$ cat src/rtl/mem_port_arbiter_if.sv
// Signal bundle between mem_port_arbiter, its two requesters and the shared memory port.
// master is the arbiter's view; slave is the view of the requesters and memory around it.
interface mem_port_arbiter_if #(
   parameter int ADDR_W = 32,
   parameter int DATA_W = 32
);
   logic              i_req;
   logic [ADDR_W-1:0] i_addr;
   logic              i_gnt;
   logic              i_rvalid;
   logic [DATA_W-1:0] i_rdata;

   logic                d_req;
   logic                d_we;
   logic [DATA_W/8-1:0] d_be;
   logic [ADDR_W-1:0]   d_addr;
   logic [DATA_W-1:0]   d_wdata;
   logic                d_gnt;
   logic                d_rvalid;
   logic [DATA_W-1:0]   d_rdata;

   logic                mem_req;
   logic                mem_we;
   logic [DATA_W/8-1:0] mem_be;
   logic [ADDR_W-1:0]   mem_addr;
   logic [DATA_W-1:0]   mem_wdata;
   logic                mem_gnt;
   logic                mem_rvalid;
   logic [DATA_W-1:0]   mem_rdata;

   logic busy;

   modport master (
      input  i_req, i_addr,
      output i_gnt, i_rvalid, i_rdata,
      input  d_req, d_we, d_be, d_addr, d_wdata,
      output d_gnt, d_rvalid, d_rdata,
      output mem_req, mem_we, mem_be, mem_addr, mem_wdata,
      input  mem_gnt, mem_rvalid, mem_rdata,
      output busy
   );

   modport slave (
      output i_req, i_addr,
      input  i_gnt, i_rvalid, i_rdata,
      output d_req, d_we, d_be, d_addr, d_wdata,
      input  d_gnt, d_rvalid, d_rdata,
      input  mem_req, mem_we, mem_be, mem_addr, mem_wdata,
      output mem_gnt, mem_rvalid, mem_rdata,
      input  busy
   );
endinterface

$ cat src/rtl/mem_port_arbiter.sv
// Two-requester (fetch/data) arbiter onto one memory port, one outstanding transaction at a time.
// Define MEM_ARB_ROUND_ROBIN_EN to alternate owners on contention; otherwise data always wins.
module mem_port_arbiter #(
   parameter int ADDR_W = 32,
   parameter int DATA_W = 32
) (
   input  logic               clk,
   input  logic               reset,
   mem_port_arbiter_if.master bus
);
   localparam int BE_W = DATA_W / 8;

   typedef enum logic [1:0] {
      IDLE,
      ISSUE,
      WAIT_RSP
   } state_t;

   typedef enum logic {
      OWN_FETCH,
      OWN_DATA
   } owner_t;

   state_t            state_q, state_d;
   owner_t            owner_q, owner_d;
   logic              mem_req_q, mem_req_d;
   logic              busy_q, busy_d;
   logic              mem_we_q, mem_we_d;
   logic [BE_W-1:0]   mem_be_q, mem_be_d;
   logic [ADDR_W-1:0] mem_addr_q, mem_addr_d;
   logic [DATA_W-1:0] mem_wdata_q, mem_wdata_d;
   logic [DATA_W-1:0] i_rdata_q, i_rdata_d;
   logic [DATA_W-1:0] d_rdata_q, d_rdata_d;

`ifdef MEM_ARB_ROUND_ROBIN_EN
   owner_t            last_owner_q, last_owner_d;
`endif

   logic prefer_data;
   logic pick_data;
   logic gnt_fire;
   logic rsp_fire;
   logic i_rsp;
   logic d_rsp;

   // Contention policy: only consulted when both requesters are pending in IDLE.
`ifdef MEM_ARB_ROUND_ROBIN_EN
   assign prefer_data = (last_owner_q == OWN_FETCH);
`else
   assign prefer_data = 1'b1;
`endif

   assign pick_data = bus.d_req && (!bus.i_req || prefer_data);
   assign gnt_fire  = (state_q == ISSUE) && bus.mem_gnt;
   assign rsp_fire  = (state_q == WAIT_RSP) && bus.mem_rvalid;
   assign i_rsp     = rsp_fire && (owner_q == OWN_FETCH);
   assign d_rsp     = rsp_fire && (owner_q == OWN_DATA);

   always_comb begin
      state_d     = state_q;
      owner_d     = owner_q;
      mem_req_d   = mem_req_q;
      busy_d      = busy_q;
      mem_we_d    = mem_we_q;
      mem_be_d    = mem_be_q;
      mem_addr_d  = mem_addr_q;
      mem_wdata_d = mem_wdata_q;
      i_rdata_d   = i_rdata_q;
      d_rdata_d   = d_rdata_q;
`ifdef MEM_ARB_ROUND_ROBIN_EN
      last_owner_d = last_owner_q;
`endif

      case (state_q)
         IDLE: begin
            if (bus.i_req || bus.d_req) begin
               state_d   = ISSUE;
               mem_req_d = 1'b1;
               busy_d    = 1'b1;
               if (pick_data) begin
                  owner_d     = OWN_DATA;
                  mem_we_d    = bus.d_we;
                  mem_be_d    = bus.d_be;
                  mem_addr_d  = bus.d_addr;
                  mem_wdata_d = bus.d_wdata;
               end else begin
                  owner_d     = OWN_FETCH;
                  mem_we_d    = 1'b0;
                  mem_be_d    = '1;
                  mem_addr_d  = bus.i_addr;
                  mem_wdata_d = '0;
               end
`ifdef MEM_ARB_ROUND_ROBIN_EN
               last_owner_d = pick_data ? OWN_DATA : OWN_FETCH;
`endif
            end
         end
         ISSUE: begin
            if (bus.mem_gnt) begin
               state_d   = WAIT_RSP;
               mem_req_d = 1'b0;
            end
         end
         WAIT_RSP: begin
            if (bus.mem_rvalid) begin
               state_d = IDLE;
               busy_d  = 1'b0;
            end
         end
         default: begin
            state_d   = IDLE;
            mem_req_d = 1'b0;
            busy_d    = 1'b0;
         end
      endcase

      // Read data is captured so each port keeps showing its last delivered word.
      if (i_rsp) begin
         i_rdata_d = bus.mem_rdata;
      end
      if (d_rsp) begin
         d_rdata_d = bus.mem_rdata;
      end
   end

   always_ff @(posedge clk or posedge reset) begin
      if (reset) begin
         state_q     <= IDLE;
         owner_q     <= OWN_FETCH;
         mem_req_q   <= 1'b0;
         busy_q      <= 1'b0;
         mem_we_q    <= 1'b0;
         mem_be_q    <= '0;
         mem_addr_q  <= '0;
         mem_wdata_q <= '0;
         i_rdata_q   <= '0;
         d_rdata_q   <= '0;
`ifdef MEM_ARB_ROUND_ROBIN_EN
         last_owner_q <= OWN_FETCH;
`endif
      end else begin
         state_q     <= state_d;
         owner_q     <= owner_d;
         mem_req_q   <= mem_req_d;
         busy_q      <= busy_d;
         mem_we_q    <= mem_we_d;
         mem_be_q    <= mem_be_d;
         mem_addr_q  <= mem_addr_d;
         mem_wdata_q <= mem_wdata_d;
         i_rdata_q   <= i_rdata_d;
         d_rdata_q   <= d_rdata_d;
`ifdef MEM_ARB_ROUND_ROBIN_EN
         last_owner_q <= last_owner_d;
`endif
      end
   end

   // Accept and response pulses follow the memory handshake in the same cycle.
   assign bus.mem_req   = mem_req_q;
   assign bus.mem_we    = mem_we_q;
   assign bus.mem_be    = mem_be_q;
   assign bus.mem_addr  = mem_addr_q;
   assign bus.mem_wdata = mem_wdata_q;
   assign bus.busy      = busy_q;

   assign bus.i_gnt    = gnt_fire && (owner_q == OWN_FETCH);
   assign bus.d_gnt    = gnt_fire && (owner_q == OWN_DATA);
   assign bus.i_rvalid = i_rsp;
   assign bus.d_rvalid = d_rsp;
   assign bus.i_rdata  = i_rsp ? bus.mem_rdata : i_rdata_q;
   assign bus.d_rdata  = d_rsp ? bus.mem_rdata : d_rdata_q;

endmodule

$ cat src/flat_wrapper.sv
// flat-port wrapper written by rule: the top's interface ports become plain ports
module mem_port_arbiter_flat 
#(
   parameter int ADDR_W = 32,
   parameter int DATA_W = 32
)
  (clk, reset, bus_i_req, bus_i_addr, bus_i_gnt, bus_i_rvalid, bus_i_rdata, bus_d_req, bus_d_we, bus_d_be, bus_d_addr, bus_d_wdata, bus_d_gnt, bus_d_rvalid, bus_d_rdata, bus_mem_req, bus_mem_we, bus_mem_be, bus_mem_addr, bus_mem_wdata, bus_mem_gnt, bus_mem_rvalid, bus_mem_rdata, bus_busy);
  mem_port_arbiter_if #(.ADDR_W(ADDR_W), .DATA_W(DATA_W)) bus_i ();
  input  logic clk;
  input  logic reset;
  input wire logic [$bits(bus_i.i_req)-1:0] bus_i_req;
  input wire logic [$bits(bus_i.i_addr)-1:0] bus_i_addr;
  output wire logic [$bits(bus_i.i_gnt)-1:0] bus_i_gnt;
  output wire logic [$bits(bus_i.i_rvalid)-1:0] bus_i_rvalid;
  output wire logic [$bits(bus_i.i_rdata)-1:0] bus_i_rdata;
  input wire logic [$bits(bus_i.d_req)-1:0] bus_d_req;
  input wire logic [$bits(bus_i.d_we)-1:0] bus_d_we;
  input wire logic [$bits(bus_i.d_be)-1:0] bus_d_be;
  input wire logic [$bits(bus_i.d_addr)-1:0] bus_d_addr;
  input wire logic [$bits(bus_i.d_wdata)-1:0] bus_d_wdata;
  output wire logic [$bits(bus_i.d_gnt)-1:0] bus_d_gnt;
  output wire logic [$bits(bus_i.d_rvalid)-1:0] bus_d_rvalid;
  output wire logic [$bits(bus_i.d_rdata)-1:0] bus_d_rdata;
  output wire logic [$bits(bus_i.mem_req)-1:0] bus_mem_req;
  output wire logic [$bits(bus_i.mem_we)-1:0] bus_mem_we;
  output wire logic [$bits(bus_i.mem_be)-1:0] bus_mem_be;
  output wire logic [$bits(bus_i.mem_addr)-1:0] bus_mem_addr;
  output wire logic [$bits(bus_i.mem_wdata)-1:0] bus_mem_wdata;
  input wire logic [$bits(bus_i.mem_gnt)-1:0] bus_mem_gnt;
  input wire logic [$bits(bus_i.mem_rvalid)-1:0] bus_mem_rvalid;
  input wire logic [$bits(bus_i.mem_rdata)-1:0] bus_mem_rdata;
  output wire logic [$bits(bus_i.busy)-1:0] bus_busy;
  assign bus_i.i_req = bus_i_req;
  assign bus_i.i_addr = bus_i_addr;
  assign bus_i_gnt = bus_i.i_gnt;
  assign bus_i_rvalid = bus_i.i_rvalid;
  assign bus_i_rdata = bus_i.i_rdata;
  assign bus_i.d_req = bus_d_req;
  assign bus_i.d_we = bus_d_we;
  assign bus_i.d_be = bus_d_be;
  assign bus_i.d_addr = bus_d_addr;
  assign bus_i.d_wdata = bus_d_wdata;
  assign bus_d_gnt = bus_i.d_gnt;
  assign bus_d_rvalid = bus_i.d_rvalid;
  assign bus_d_rdata = bus_i.d_rdata;
  assign bus_mem_req = bus_i.mem_req;
  assign bus_mem_we = bus_i.mem_we;
  assign bus_mem_be = bus_i.mem_be;
  assign bus_mem_addr = bus_i.mem_addr;
  assign bus_mem_wdata = bus_i.mem_wdata;
  assign bus_i.mem_gnt = bus_mem_gnt;
  assign bus_i.mem_rvalid = bus_mem_rvalid;
  assign bus_i.mem_rdata = bus_mem_rdata;
  assign bus_busy = bus_i.busy;
  mem_port_arbiter #(.ADDR_W(ADDR_W), .DATA_W(DATA_W)) u_core (.clk(clk), .reset(reset), .bus(bus_i));
endmodule
$ cat config.mk
export PLATFORM = sky130hd
export DESIGN_NAME = mem_port_arbiter_flat
export DESIGN_NICKNAME = d
export VERILOG_FILES = /design/src/rtl/mem_port_arbiter_if.sv /design/src/rtl/mem_port_arbiter.sv /design/src/flat_wrapper.sv
export SDC_FILE = /design/constraint.sdc
export NUM_CORES = 1
export LEC_CHECK = 0
export CORE_MARGIN = 4
export CORE_UTILIZATION = 43
export DETAILED_ROUTE_END_ITERATION = 12
export HOLD_SLACK_MARGIN = 0.08
export PLACE_DENSITY = 0.95
export SYNTH_ARGS = -nofsm -noshare
export SYNTH_HDL_FRONTEND = slang
export SYNTH_SLANG_ARGS = --single-unit
$ cat constraint.sdc
create_clock -name clk -period 7 [get_ports clk]
set_clock_uncertainty 0.05 [all_clocks]
set_input_delay 0.7 -clock clk [delete_from_list [all_inputs] [get_ports clk]]
set_output_delay 0.7 -clock clk [all_outputs]
set_load 0.005 [all_outputs]
# Word level (Yosys, flattened, before mapping)
# Cells that the tools add are included.
dict set report totals {
  reg_bits 138
  output_inout_bits 139
  word_cells 46
}
dict set report op_classes {
  n_bitwise 3
  n_reduce_logical 12
  muxes 16
  n_eq_ne 5
}
# operator n
set ops {}
lappend ops {{$mux 32} 4}
lappend ops {{$reduce_and 3->1} 3}
lappend ops {{$logic_and 1x1->1} 6}
lappend ops {{$mux 2} 3}
lappend ops {{$pmux 1 s3} 2}
lappend ops {{$pmux 2 s3} 1}
lappend ops {{$mux 1} 5}
lappend ops {{$mux 4} 1}
lappend ops {{$ne 2x2->1 const B} 2}
lappend ops {{$not 1->1} 3}
lappend ops {{$eq 2x1->1 const B} 1}
lappend ops {{$eq 2x2->1 const B} 1}
lappend ops {{$logic_not 2->1} 1}
lappend ops {{$ne 2x1->1 const B} 1}
lappend ops {{$reduce_and 2->1} 1}
lappend ops {{$logic_or 1x1->1} 1}

# Logic depth before layout (Yosys ltp)
dict set report depth {
  depth_word 4
  ltp_mapped 5
  depth_no_buf 3
}

# Least setup slack after synthesis
# No wires, ideal clock.
dict set report synth_path {
  path_type {input port to output port}
  start {input port bus_mem_rvalid}
  end {output port bus_i_rdata[22]}
  required_ns 6.250
  path_slack_ns 4.711
  stages 3
  arrival_time_ns 1.539
  n_path_buf 1
  path_cell_list {nor3b_4 -> buf_6 -> mux2_2}
}
dict set report synth_between {
  elab_chain_cells 3
}
# item line_no
set synth_rtl {}
lappend synth_rtl {{from (decl)} flat_wrapper.sv:30} ;# input wire logic [$bits(bus_i.mem_rvalid)-1:0] bus_mem_rvalid;
lappend synth_rtl {{$logic_and 1x1->1} mem_port_arbiter.sv:55} ;# assign rsp_fire = (state_q == WAIT_RSP) && bus.mem_rvalid;
lappend synth_rtl {{$logic_and 1x1->1} mem_port_arbiter.sv:56} ;# assign i_rsp = rsp_fire && (owner_q == OWN_FETCH);
lappend synth_rtl {{net bus_i_rvalid} flat_wrapper.sv:14} ;# output wire logic [$bits(bus_i.i_rvalid)-1:0] bus_i_rvalid;
lappend synth_rtl {{$mux 32} mem_port_arbiter.sv:170} ;# assign bus.i_rdata = i_rsp ? bus.mem_rdata : i_rdata_q;
lappend synth_rtl {{to (decl)} flat_wrapper.sv:15} ;# output wire logic [$bits(bus_i.i_rdata)-1:0] bus_i_rdata;
# The timed path passes the listed nets, and every way through them passes these cells.

# Worst setup path in the final report
dict set report layout_path {
  start {input port bus_mem_rvalid}
  end {output port bus_i_rdata[14]}
}
dict set report layout_between {
  elab_chain_cells 3
}
# item line_no
set layout_rtl {}
lappend layout_rtl {{$logic_and 1x1->1} mem_port_arbiter.sv:55}
lappend layout_rtl {{$logic_and 1x1->1} mem_port_arbiter.sv:56}
lappend layout_rtl {{$mux 32} mem_port_arbiter.sv:170}
# No other way between the ends.

==> results_tabular.tex <==
\begin{tabular}{lr}
\hline
Metric & Value \\
\hline
\multicolumn{2}{l}{\textbf{STA}} \\
\quad Worst max-slew margin expressed relative to the limit & between 20\% and 30\% \\
\quad RSZ-0062 raised after global routing & false \\
\quad Number of endpoints failing setup at the final stage & 0 \\
\quad Worst setup slack after layout & roughly 3.5 ns \\
\quad Period Utilization, post-route & 49.9\% \\
\quad Final-layout setup total negative slack & 0 ns \\
\quad Worst hold slack & between 0.4 and 0.5 ns \\
\quad Least-Margin Pin Slew & 1.19 ns \\
\quad Number of hold violations in the final report & 0 \\
\quad Highest achievable clock rate & roughly 290 MHz \\
\quad Min cycle time layout & around 3.5 ns \\
\quad Number of max-slew violations in the final report & 0 \\
\multicolumn{2}{l}{\textbf{Run}} \\
\quad Max-cap violations & 0 \\
\multicolumn{2}{l}{\textbf{Floorplan}} \\
\quad Effective utilization at floorplan & 44.7\% \\
\quad Die outline height & $\sim$120 µm \\
\quad Number of standard-cell rows in the floorplan & 40 \\
\quad CORE AREA & 12300 µm² \\
\quad Die Area & 14600 µm² \\
\quad Die Wd & between 100 and 150 µm \\
\quad I/O pins & $\sim$280 \\
\multicolumn{2}{l}{\textbf{Route}} \\
\quad Detailed router's first-iteration violation count & approximately 150 \\
\quad Count of nets left with antenna violations after detail routing & 0 \\
\quad Number of remaining DRC errors & 0 \\
\quad Post-Route WL & between 15 and 20 mm \\
\quad Number of vias after detailed routing & around 4000 \\
\quad Detailed-route vias per instance & roughly 5.0 \\
\quad Initial DRT Pass Iterations & 4 \\
\quad Final routed wire length divided by cell count & approximately 20 µm \\
\multicolumn{2}{l}{\textbf{Yosys}} \\
\quad Number of synthesized register bits & roughly 140 \\
\quad Top FF cell, synth & dfrtp\_1 \\
\quad Number of instances in the synthesized netlist & 349 \\
\quad Synthesized area & $\sim$5500 µm² \\
\quad Syn Area/Cell & 15.7 µm² \\
\quad Library cells used by synthesis & 19 \\
\quad Asr flop ratio synth & 100\% \\
\quad Number of enable flip-flop cells after synthesis & 0 \\
\quad Post-synthesis sequential area ratio & between 60\% and 70\% \\
\quad Number of nets in the synthesized netlist & $\sim$490 \\
\quad Count of yosys warnings during synthesis & 0 \\
\multicolumn{2}{l}{\textbf{Place}} \\
\quad Final estimated routing congestion in global placement & around 0.76 \\
\quad Post-placement worst setup slack & $\sim$3.5 ns \\
\quad I/O Buffers & between 200 and 300 \\
\quad Cells after DPL & 779 \\
\quad Post-DP Area & 8390 µm² \\
\quad Detailed Place HPWL & around 12 mm \\
\multicolumn{2}{l}{\textbf{Setup path}} \\
\quad Crit path capture type & primary output \\
\quad Worst Path Class, Setup & in2out \\
\quad Crit path DAT & 2.74 ns \\
\quad Critical path data required time & around 6.3 ns \\
\quad Origin of the critical flop-to-flop path & u\_core.state\_q[0]\$\_DFFE\_PP0P\_ \\
\quad Startpoint type of the worst setup path & input pin \\
\quad Maximum net fanout on the critical path & 33 \\
\quad Critical Path Start & bus\_mem\_rvalid \\
\multicolumn{2}{l}{\textbf{Clocking}} \\
\quad Maximum clock insertion buffer count & 2 \\
\quad Clock-pin slew of the registers on the worst-case setup and hold paths & about 0.050 ns \\
\quad Post-CTS resize count & 0 \\
\quad CTS tree & yes \\
\quad CTS Root Buffer Type & clkbuf\_16 \\
\quad Clock latency on the worst-skew pair & 0.41 ns \\
\quad Number of CTS-inserted buffers & 17 \\
\quad Hold-fix buffers at CTS & 0 \\
\quad Clock sink count & roughly 140 \\
\quad Number of setup buffers added after CTS & 0 \\
\quad CTS H-Tree Depth & 4 \\
\multicolumn{2}{l}{\textbf{Power}} \\
\quad Part of the power in the clock network & 22.6\% \\
\quad Part of the total power dissipated in combinational logic & $\sim$43\% \\
\quad Total power density per cell area & about 440 nW/µm² \\
\quad Total design power & slightly below 4 mW \\
\quad Cell leakage power & approximately 3.8 nW \\
\quad Sequential Power Share & $\sim$35\% \\
\quad Internal power contribution & roughly 2.8 mW \\
\quad Switching power of the nets & 1.08 mW \\
\quad Peak VDD IR & $\sim$0.00026 V \\
\quad Switching power as a share of total power & 27.7\% \\
\multicolumn{2}{l}{\textbf{Global routing}} \\
\quad Initial antenna violation count & 0 \\
\quad GRT Resource Usage Total & between 20\% and 30\% \\
\quad GRT Residual Overflow & 0 \\
\quad Via count of the first global-routing pass & roughly 4600 \\
\quad Maximum number of pins on one net before global-route repair & between 80 and 90 \\
\quad First-pass GRT wire length & around 25 mm \\
\multicolumn{2}{l}{\textbf{Final layout}} \\
\quad Post-Route Utilization & between 70\% and 80\% \\
\quad \# diodes & 0 \\
\quad Syn-to-layout area delta & 63.8\% \\
\quad Final instance area & 8970 µm² \\
\quad Share of final-layout standard cells stronger than drive strength 1 & 25.7\% \\
\quad Fin nets & roughly 770 \\
\quad Final cell count without fillers & between 800 and 900 \\
\multicolumn{2}{l}{\textbf{Worst hold path}} \\
\quad Hold path startpoint & u\_core.bus.mem\_req\$\_DFFE\_PP0P\_ \\
\quad Class of the tightest hold or removal check & reg2reg \\
\multicolumn{2}{l}{\textbf{Status}} \\
\quad Status & complete, no violations \\
\hline
\end{tabular}
## worst paths after layout
path | cells past startpoint | slack [ns] | endpoint
max in group asynchronous | 3 | 4.92 | u_core.d_rdata_q[4]$_DFF_PP0_
worst max-delay path | 5 | 3.51 | bus_i_rdata[14]
worst min register to register | 2 | 0.43 | u_core.bus.mem_req$_DFFE_PP0P_
min in group asynchronous | 2 | 0.76 | u_core.i_rdata_q[4]$_DFF_PP0_
worst min-delay path | 2 | 0.43 | u_core.bus.mem_req$_DFFE_PP0P_
worst max register to register | 4 | 4.61 | u_core.bus.mem_addr[11]$_DFFE_PP0P_
## layer usage
| layer | vias up | wire length [µm] | part of all wire [%] | GRT usage [%] |
|---|---|---|---|---|
| li1 | 1824 | - | - | - |
| met1 | 1984 | 5570 | 34 | 22.6 |
| met2 | 178 | 9110 | 55 | 42.8 |
| met3 | 33 | 1390 | 8.4 | 8.48 |
| met4 | 0 | 418 | 2.5 | 9.49 |
| met5 | - | 0 | 0 | 0 |
## cell type report
type	count	area, µm²
Sequential cell	138	3450
Fill cell	804	3290
Timing Repair Buffer	283	2820
Multi-Input combinational cell	187	1890
Clock buffer	25	495
Tap cell	168	210
Clock inverter	7	88.8
Inverter	3	16.3
## synth_stat cells, drive strengths merged, types with 3 or more instances
library cell	n	area share, %
nand2	7	0.48
a22o	33	5.3
clkbuf	4	0.27
inv	3	0.21
mux2	128	26
dfrtp	138	63
nor2	4	0.27
o22a	4	0.64
buf	17	2.0
o21ai	5	0.46
## cell usage in the layout (no fill, tap or decap)
cell and n:
clkbuf_8 4, nor3b_4 1, o22a_1 4, clkdlybuf4s50_1 277, clkbuf_1 4, dfrtp_1 138, bufinv_16 2, nand2_1 7
and2_1 1, mux2_2 128, o21a_1 1, inv_6 1, inv_1 2, o21ai_2 1, buf_4 6, clkinv_2 4
clkbuf_16 17, nor2_1 4, clkinv_4 1, nand4b_1 1, o21ai_0 4, a22o_1 33, nand3b_1 1, nand2b_1 1
## state kept, by name, summed over array words and instances, names as in the netlist, 2 cells and up
| name | count |
|---|---|
| u_core.i_rdata_q | 32 |
| u_core.bus.mem_be | 4 |
| u_core.bus.mem_addr | 32 |
| u_core.d_rdata_q | 32 |
| u_core.state_q | 2 |
| u_core.bus.mem_wdata | 32 |
## logic make-up after synthesis
group,Yosys count,share of synthesized area [%]
simple gates,16,1.62
buf+inv,24,2.51
flops,138,63.0
compound gates,43,6.51
mux,128,26.3
## power by group through the flow
stage / Combinational [mW] / Sequential [mW] / Clock [mW]
after global placement: 1.63 / 1.33 / 0
after floorplan: 0.654 / 1.33 / 0
after CTS: 1.70 / 1.35 / 0.896
after detailed placement: 1.69 / 1.36 / 0
final: 1.67 / 1.35 / 0.884
after global routing: 1.79 / 1.39 / 0.936
## critical path, cell delays in order
cell and delay (ns):
clkdlybuf4s50_1 0.52, nor3b_4 0.19, buf_4 0.40, mux2_2 0.41, clkdlybuf4s50_1 0.48
(Power assumes the default switching activity.)
